File: src/rtl/stream_fifo.sv
// First-word-fall-through FIFO stage speaking the uc/cu/cd/dc flag protocol on both sides.
// Define STREAM_FIFO_PKT_EN for store-and-forward packet mode (frame counter gates downstream V).
module stream_fifo #(
    parameter int W     = 16,
    parameter int DEPTH = 4
) (
    input  logic                   clk,
    input  logic                   rst_n,
    input  logic [W-1:0]           uc_d0,
    input  logic [3:0]             uc_mflags,
    output logic [1:0]             cu_sflags,
    output logic [W-1:0]           cd_d0,
    output logic [3:0]             cd_mflags,
    input  logic [1:0]             dc_sflags,
    output logic [$clog2(DEPTH):0] lvl
);
    localparam int AW = $clog2(DEPTH);
    localparam logic [AW:0] FULL_CNT = (AW+1)'(DEPTH);
    localparam logic [AW:0] ONE_CNT  = (AW+1)'(1);

    // Entry layout: {A, F, L, data}; V is regenerated from occupancy.
    logic [W+2:0]  mem_q [DEPTH];
    logic [AW-1:0] wr_ptr_q, wr_ptr_d;
    logic [AW-1:0] rd_ptr_q, rd_ptr_d;
    logic [AW:0]   cnt_q, cnt_d;
    logic [W+2:0]  head;
    logic          full, out_v, push, pop;
    logic          unused_ok;

    assign unused_ok = dc_sflags[1];
    assign full      = (cnt_q == FULL_CNT);
    assign head      = mem_q[rd_ptr_q];

`ifdef STREAM_FIFO_PKT_EN
    logic [AW:0] fcnt_q, fcnt_d;
    // Full override lets frames longer than DEPTH cut through instead of deadlocking.
    assign out_v = (cnt_q != '0) && ((fcnt_q != '0) || full);

    always_comb begin
        fcnt_d = fcnt_q;
        case ({push && uc_mflags[1], pop && head[W]})
            2'b10:   fcnt_d = fcnt_q + ONE_CNT;
            2'b01:   fcnt_d = fcnt_q - ONE_CNT;
            default: fcnt_d = fcnt_q;
        endcase
    end

    always_ff @(posedge clk or negedge rst_n) begin
        if (!rst_n) fcnt_q <= '0;
        else        fcnt_q <= fcnt_d;
    end
`else
    assign out_v = (cnt_q != '0);
`endif

    assign push = uc_mflags[0] && !full;
    assign pop  = out_v && !dc_sflags[0];

    always_comb begin
        wr_ptr_d = wr_ptr_q;
        rd_ptr_d = rd_ptr_q;
        cnt_d    = cnt_q;
        if (push) wr_ptr_d = wr_ptr_q + AW'(1);
        if (pop)  rd_ptr_d = rd_ptr_q + AW'(1);
        case ({push, pop})
            2'b10:   cnt_d = cnt_q + ONE_CNT;
            2'b01:   cnt_d = cnt_q - ONE_CNT;
            default: cnt_d = cnt_q;
        endcase
    end

    always_ff @(posedge clk or negedge rst_n) begin
        if (!rst_n) begin
            wr_ptr_q <= '0;
            rd_ptr_q <= '0;
            cnt_q    <= '0;
        end else begin
            wr_ptr_q <= wr_ptr_d;
            rd_ptr_q <= rd_ptr_d;
            cnt_q    <= cnt_d;
        end
    end

    // Storage needs no reset: V gating hides stale contents.
    always_ff @(posedge clk) begin
        if (push) mem_q[wr_ptr_q] <= {uc_mflags[3:1], uc_d0};
    end

    assign cu_sflags = {1'b0, full};
    assign cd_mflags = out_v ? {head[W+2:W], 1'b1} : 4'b0000;
    assign cd_d0     = out_v ? head[W-1:0] : '0;
    assign lvl       = cnt_q;
endmodule

File: config.mk
export PLATFORM = sky130hd
export DESIGN_NAME = stream_fifo
export DESIGN_NICKNAME = d
export VERILOG_FILES = /design/src/rtl/stream_fifo.sv
export SDC_FILE = /design/constraint.sdc
export NUM_CORES = 1
export LEC_CHECK = 0
export CAP_MARGIN = 20
export CORE_MARGIN = 4
export CORE_UTILIZATION = 45
export CTS_CLUSTER_SIZE = 28
export DETAILED_ROUTE_END_ITERATION = 10
export GPL_ROUTABILITY_DRIVEN = 0
export PLACE_DENSITY = 0.68
export SYNTH_ARGS = -nofsm -noshare
export SYNTH_HDL_FRONTEND = slang
export SYNTH_SLANG_ARGS = --single-unit
File: constraint.sdc
create_clock -name clk -period 4.2 [get_ports clk]
set_clock_uncertainty 0.2 [all_clocks]
set_input_delay 0.84 -clock clk [delete_from_list [all_inputs] [get_ports clk]]
set_output_delay 0.84 -clock clk [all_outputs]
set_load 0.005 [all_outputs]
==> impl_metrics.prom <==
# TYPE chip_impl_metric gauge
chip_impl_info{name="outcome",value="finished clean"} 1
chip_impl_metric{name="setup_total_negative_slack",unit="ns"} 0
chip_impl_metric{name="placed_cell_area",unit="mm²"} 0.00388
chip_impl_metric{name="total_leakage_power",unit="nW"} 1.36
chip_impl_metric{name="final.min_clock_period",unit="ns"} 3.47
chip_impl_metric{name="power.density",unit="mW/mm²"} 666
chip_impl_metric{name="final_nets",unit=""} 244
chip_impl_metric{name="cts_setup_buffers",unit=""} 0
chip_impl_info{name="cts_tree",value="done"} 1
chip_impl_metric{name="total_power",unit="W"} 0.00269
chip_impl_metric{name="cts_made_buffers",unit=""} 9
chip_impl_metric{name="wl_per_cell",unit="µm"} 17.3
chip_impl_metric{name="vias_per_cell",unit=""} 4.91
chip_impl_metric{name="std_cell_rows",unit=""} 31
chip_impl_metric{name="multi_input_gate_area_in_the_final_layout",unit="µm²"} 785
chip_impl_metric{name="setup_ws",unit="ns"} 0.732
chip_impl_metric{name="crit_fanout",unit=""} 16
chip_impl_metric{name="critical_path_required_time",unit="ns"} 3.16
chip_impl_metric{name="grt_usage",unit=""} 0.141
chip_impl_metric{name="total_global_routing_overflow",unit=""} 0
chip_impl_metric{name="remaining_drcs",unit=""} 0
chip_impl_metric{name="hold_viol_final",unit=""} 0
chip_impl_metric{name="maximum_number_of_pins_on_one_net_before_global_route_repair",unit=""} 23
chip_impl_metric{name="antenna_found_initial",unit=""} 0
chip_impl_metric{name="die_w",unit="µm"} 94.0
chip_impl_metric{name="finalInstanceArea",unit="mm²"} 0.00404
chip_impl_metric{name="dp_worst_setup_slack",unit="ns"} 1.06
chip_impl_metric{name="placeable_core_region",unit="mm²"} 0.00721
chip_impl_info{name="critical_path.endpoint_type",value="output pin"} 1
chip_impl_metric{name="synth_cell_types",unit=""} 22
chip_impl_metric{name="syn_nets",unit=""} 192
chip_impl_metric{name="clk-insertion-delay-late",unit="ns"} 0.33
chip_impl_info{name="cp_startpoint_kind",value="register"} 1
chip_impl_metric{name="worstMarginPinSlew",unit="ns"} 1.03
chip_impl_info{name="critPathKind",value="register to output pin"} 1
chip_impl_metric{name="final_core_util",unit=""} 0.560
chip_impl_metric{name="post_route_cells_drive_above_1_share",unit=""} 0.174
chip_impl_metric{name="worstPathArrival",unit="ns"} 2.43
chip_impl_metric{name="die_h",unit="µm"} 94.0
chip_impl_metric{name="global_route_wire_length_before_repair",unit="mm"} 9.12
chip_impl_metric{name="dr_total_vias",unit=""} 1561
chip_impl_metric{name="final_min_period_over_clock_period",unit=""} 0.826
chip_impl_metric{name="routed_wirelength",unit="mm"} 5.49
chip_impl_metric{name="cts_htree_levels",unit=""} 3
chip_impl_metric{name="synth_seq_cells",unit=""} 83
chip_impl_metric{name="start_util",unit=""} 0.461
chip_impl_metric{name="antenna_left",unit=""} 0
chip_impl_metric{name="synthCells",unit=""} 162
chip_impl_metric{name="antenna-diode-count",unit=""} 0
chip_impl_metric{name="cts.clk_slew.worst_paths",unit="ns"} 0.08
chip_impl_metric{name="drt_first_iter_violations",unit=""} 54
chip_impl_info{name="holdCritPathClass",value="register to register"} 1
chip_impl_metric{name="layout.area.seq",unit="mm²"} 0.00246
chip_impl_metric{name="seq_area_frac_synth",unit=""} 0.739
chip_impl_metric{name="areaGrowthSynthToFinish",unit="%"} 21.6
chip_impl_metric{name="ios",unit=""} 49
chip_impl_metric{name="dr.pass1.iters",unit=""} 4
chip_impl_metric{name="final_max_slew_viol_count",unit=""} 0
chip_impl_metric{name="cts_buffer_depth",unit=""} 2
chip_impl_metric{name="synthesis.yosys.warnings",unit=""} 0
chip_impl_metric{name="syn_area_per_cell",unit="µm²"} 20.5
chip_impl_metric{name="max-slew-margin-rel",unit=""} 0.314
chip_impl_metric{name="place.detailed.hpwl",unit="mm"} 3.67
chip_impl_metric{name="ctsResizeCount",unit=""} 0
chip_impl_info{name="rsz0062_at_grt",value="false"} 1
chip_impl_metric{name="cts_hold_repair.buffers",unit=""} 0
chip_impl_info{name="root_buffer",value="sky130_fd_sc_hd__clkbuf_8"} 1
chip_impl_metric{name="fmax",unit="MHz"} 288
chip_impl_metric{name="setup_viol",unit=""} 0
chip_impl_metric{name="port_buffer_count",unit=""} 46
chip_impl_metric{name="fill_cells",unit=""} 572
chip_impl_metric{name="post_synth_instance_area",unit="mm²"} 0.00332
chip_impl_metric{name="vdd.ir_drop.worst",unit="µV"} 328
chip_impl_metric{name="die_area",unit="mm²"} 0.00883
chip_impl_metric{name="clock_sink_count",unit=""} 83
chip_impl_metric{name="cap_viol_max_count",unit=""} 0
chip_impl_metric{name="via_count_of_the_first_global_routing_pass",unit=""} 1764
==> cell type report <==
class                      instances  area share
sequential                        83       0.608
multi-input combinational         63       0.194
timing repair buffer              50       0.121
clock buffer                       9      0.0307
tap                               99      0.0307
clock inverter                     7     0.00867
inverter                           7     0.00650
==> critical path, cell delays in order, from the launching register on <==
cell and delay [ns]:
sky130_fd_sc_hd__dfrtp_1 0.52, sky130_fd_sc_hd__buf_4 0.39, sky130_fd_sc_hd__mux4_2 0.54, sky130_fd_sc_hd__nor2b_1 0.15
sky130_fd_sc_hd__clkdlybuf4s50_1 0.49
==> sequential cells by signal (all words and copies together), names as in the netlist <==
signal,count
mem_q,76
wr_ptr_q,2
rd_ptr_q,2
lvl,3
==> cells in the final DEF, fill, tap and decap left out, drive strengths merged, types with 2 or more instances in the layout <==
cell type / instances
mux4: 19
nor3b: 2
clkinvlp: 2
ha: 5
clkbuf: 9
nor2b: 20
clkdlybuf4s50: 46
xor2: 4
dfrtp: 7
buf: 4
and2: 4
nor2: 2
edfxtp: 76
clkinv: 5
xnor2: 2
inv: 7
==> power by group <==
group	switching, W	internal (W)	total, W
Combinational	0.000384	0.000624	0.00101
Clock	0.000258	0.000205	0.000463
Sequential	0.000120	0.00110	0.00122
Total	0.000761	0.00193	0.00269
==> synthesized netlist by cell type, drive strengths merged <==
master / count / area (µm²)
conb: 1 / 3.75
nor3: 1 / 10.0
ha: 5 / 62.6
inv: 7 / 26.3
fa: 1 / 20.0
edfxtp: 76 / 2280
and2: 4 / 25.0
clkbuf: 2 / 7.51
nor2: 2 / 7.51
mux4: 19 / 428
nor3b: 2 / 20.0
xor2: 4 / 35.0
nor2b: 20 / 128
mux2: 1 / 11.3
buf: 7 / 55.1
dfrtp: 7 / 175
xnor2: 2 / 17.5
mux2i: 1 / 10.0
==> path summary, 6_finish.rpt <==
kind	startpoint	to	slack, ns	depth (start not counted)
setup / recovery	rd_ptr_q[0]$_DFFE_PN0P_	cd_d0[15]	0.73	4
hold / removal	wr_ptr_q[1]$_DFFE_PN0P_	wr_ptr_q[1]$_DFFE_PN0P_	0.36	1
setup reg to reg	lvl[0]$_DFFE_PN0P_	lvl[2]$_DFFE_PN0P_	1.56	8
hold reg to reg	wr_ptr_q[1]$_DFFE_PN0P_	wr_ptr_q[1]$_DFFE_PN0P_	0.36	1
max in group asynchronous	rst_n	lvl[0]$_DFFE_PN0P_	3.00	1
min in group asynchronous	rst_n	lvl[1]$_DFFE_PN0P_	0.56	1
==> routing by layer <==
metal	global-route usage	part of all wire	vias up
met4	0.0578	0.018	0
met3	0.0369	0.043	10
met5	0	0	-
met1	0.166	0.41	804
li1	-	-	717
met2	0.244	0.52	30
==> cell families after synthesis <==
logic type | after synthesis | share of synthesized area
adders and majority gates | 6 | 0.0248
other | 1 | 0.00113
muxes | 21 | 0.135
buffers and inverters | 16 | 0.0267
xor gates and xnor gates | 6 | 0.0158
DFF | 83 | 0.739
and+or+nand+nor | 29 | 0.0572
==> metrics by stage <==
stage	hold WS, ns	std cells
floorplan	0.311	162
detailed placement	0.352	302
global placement	0.322	302
finish	0.363	318
CTS	0.369	318
global route	0.381	318
Power figures use the tool's default switching activity.
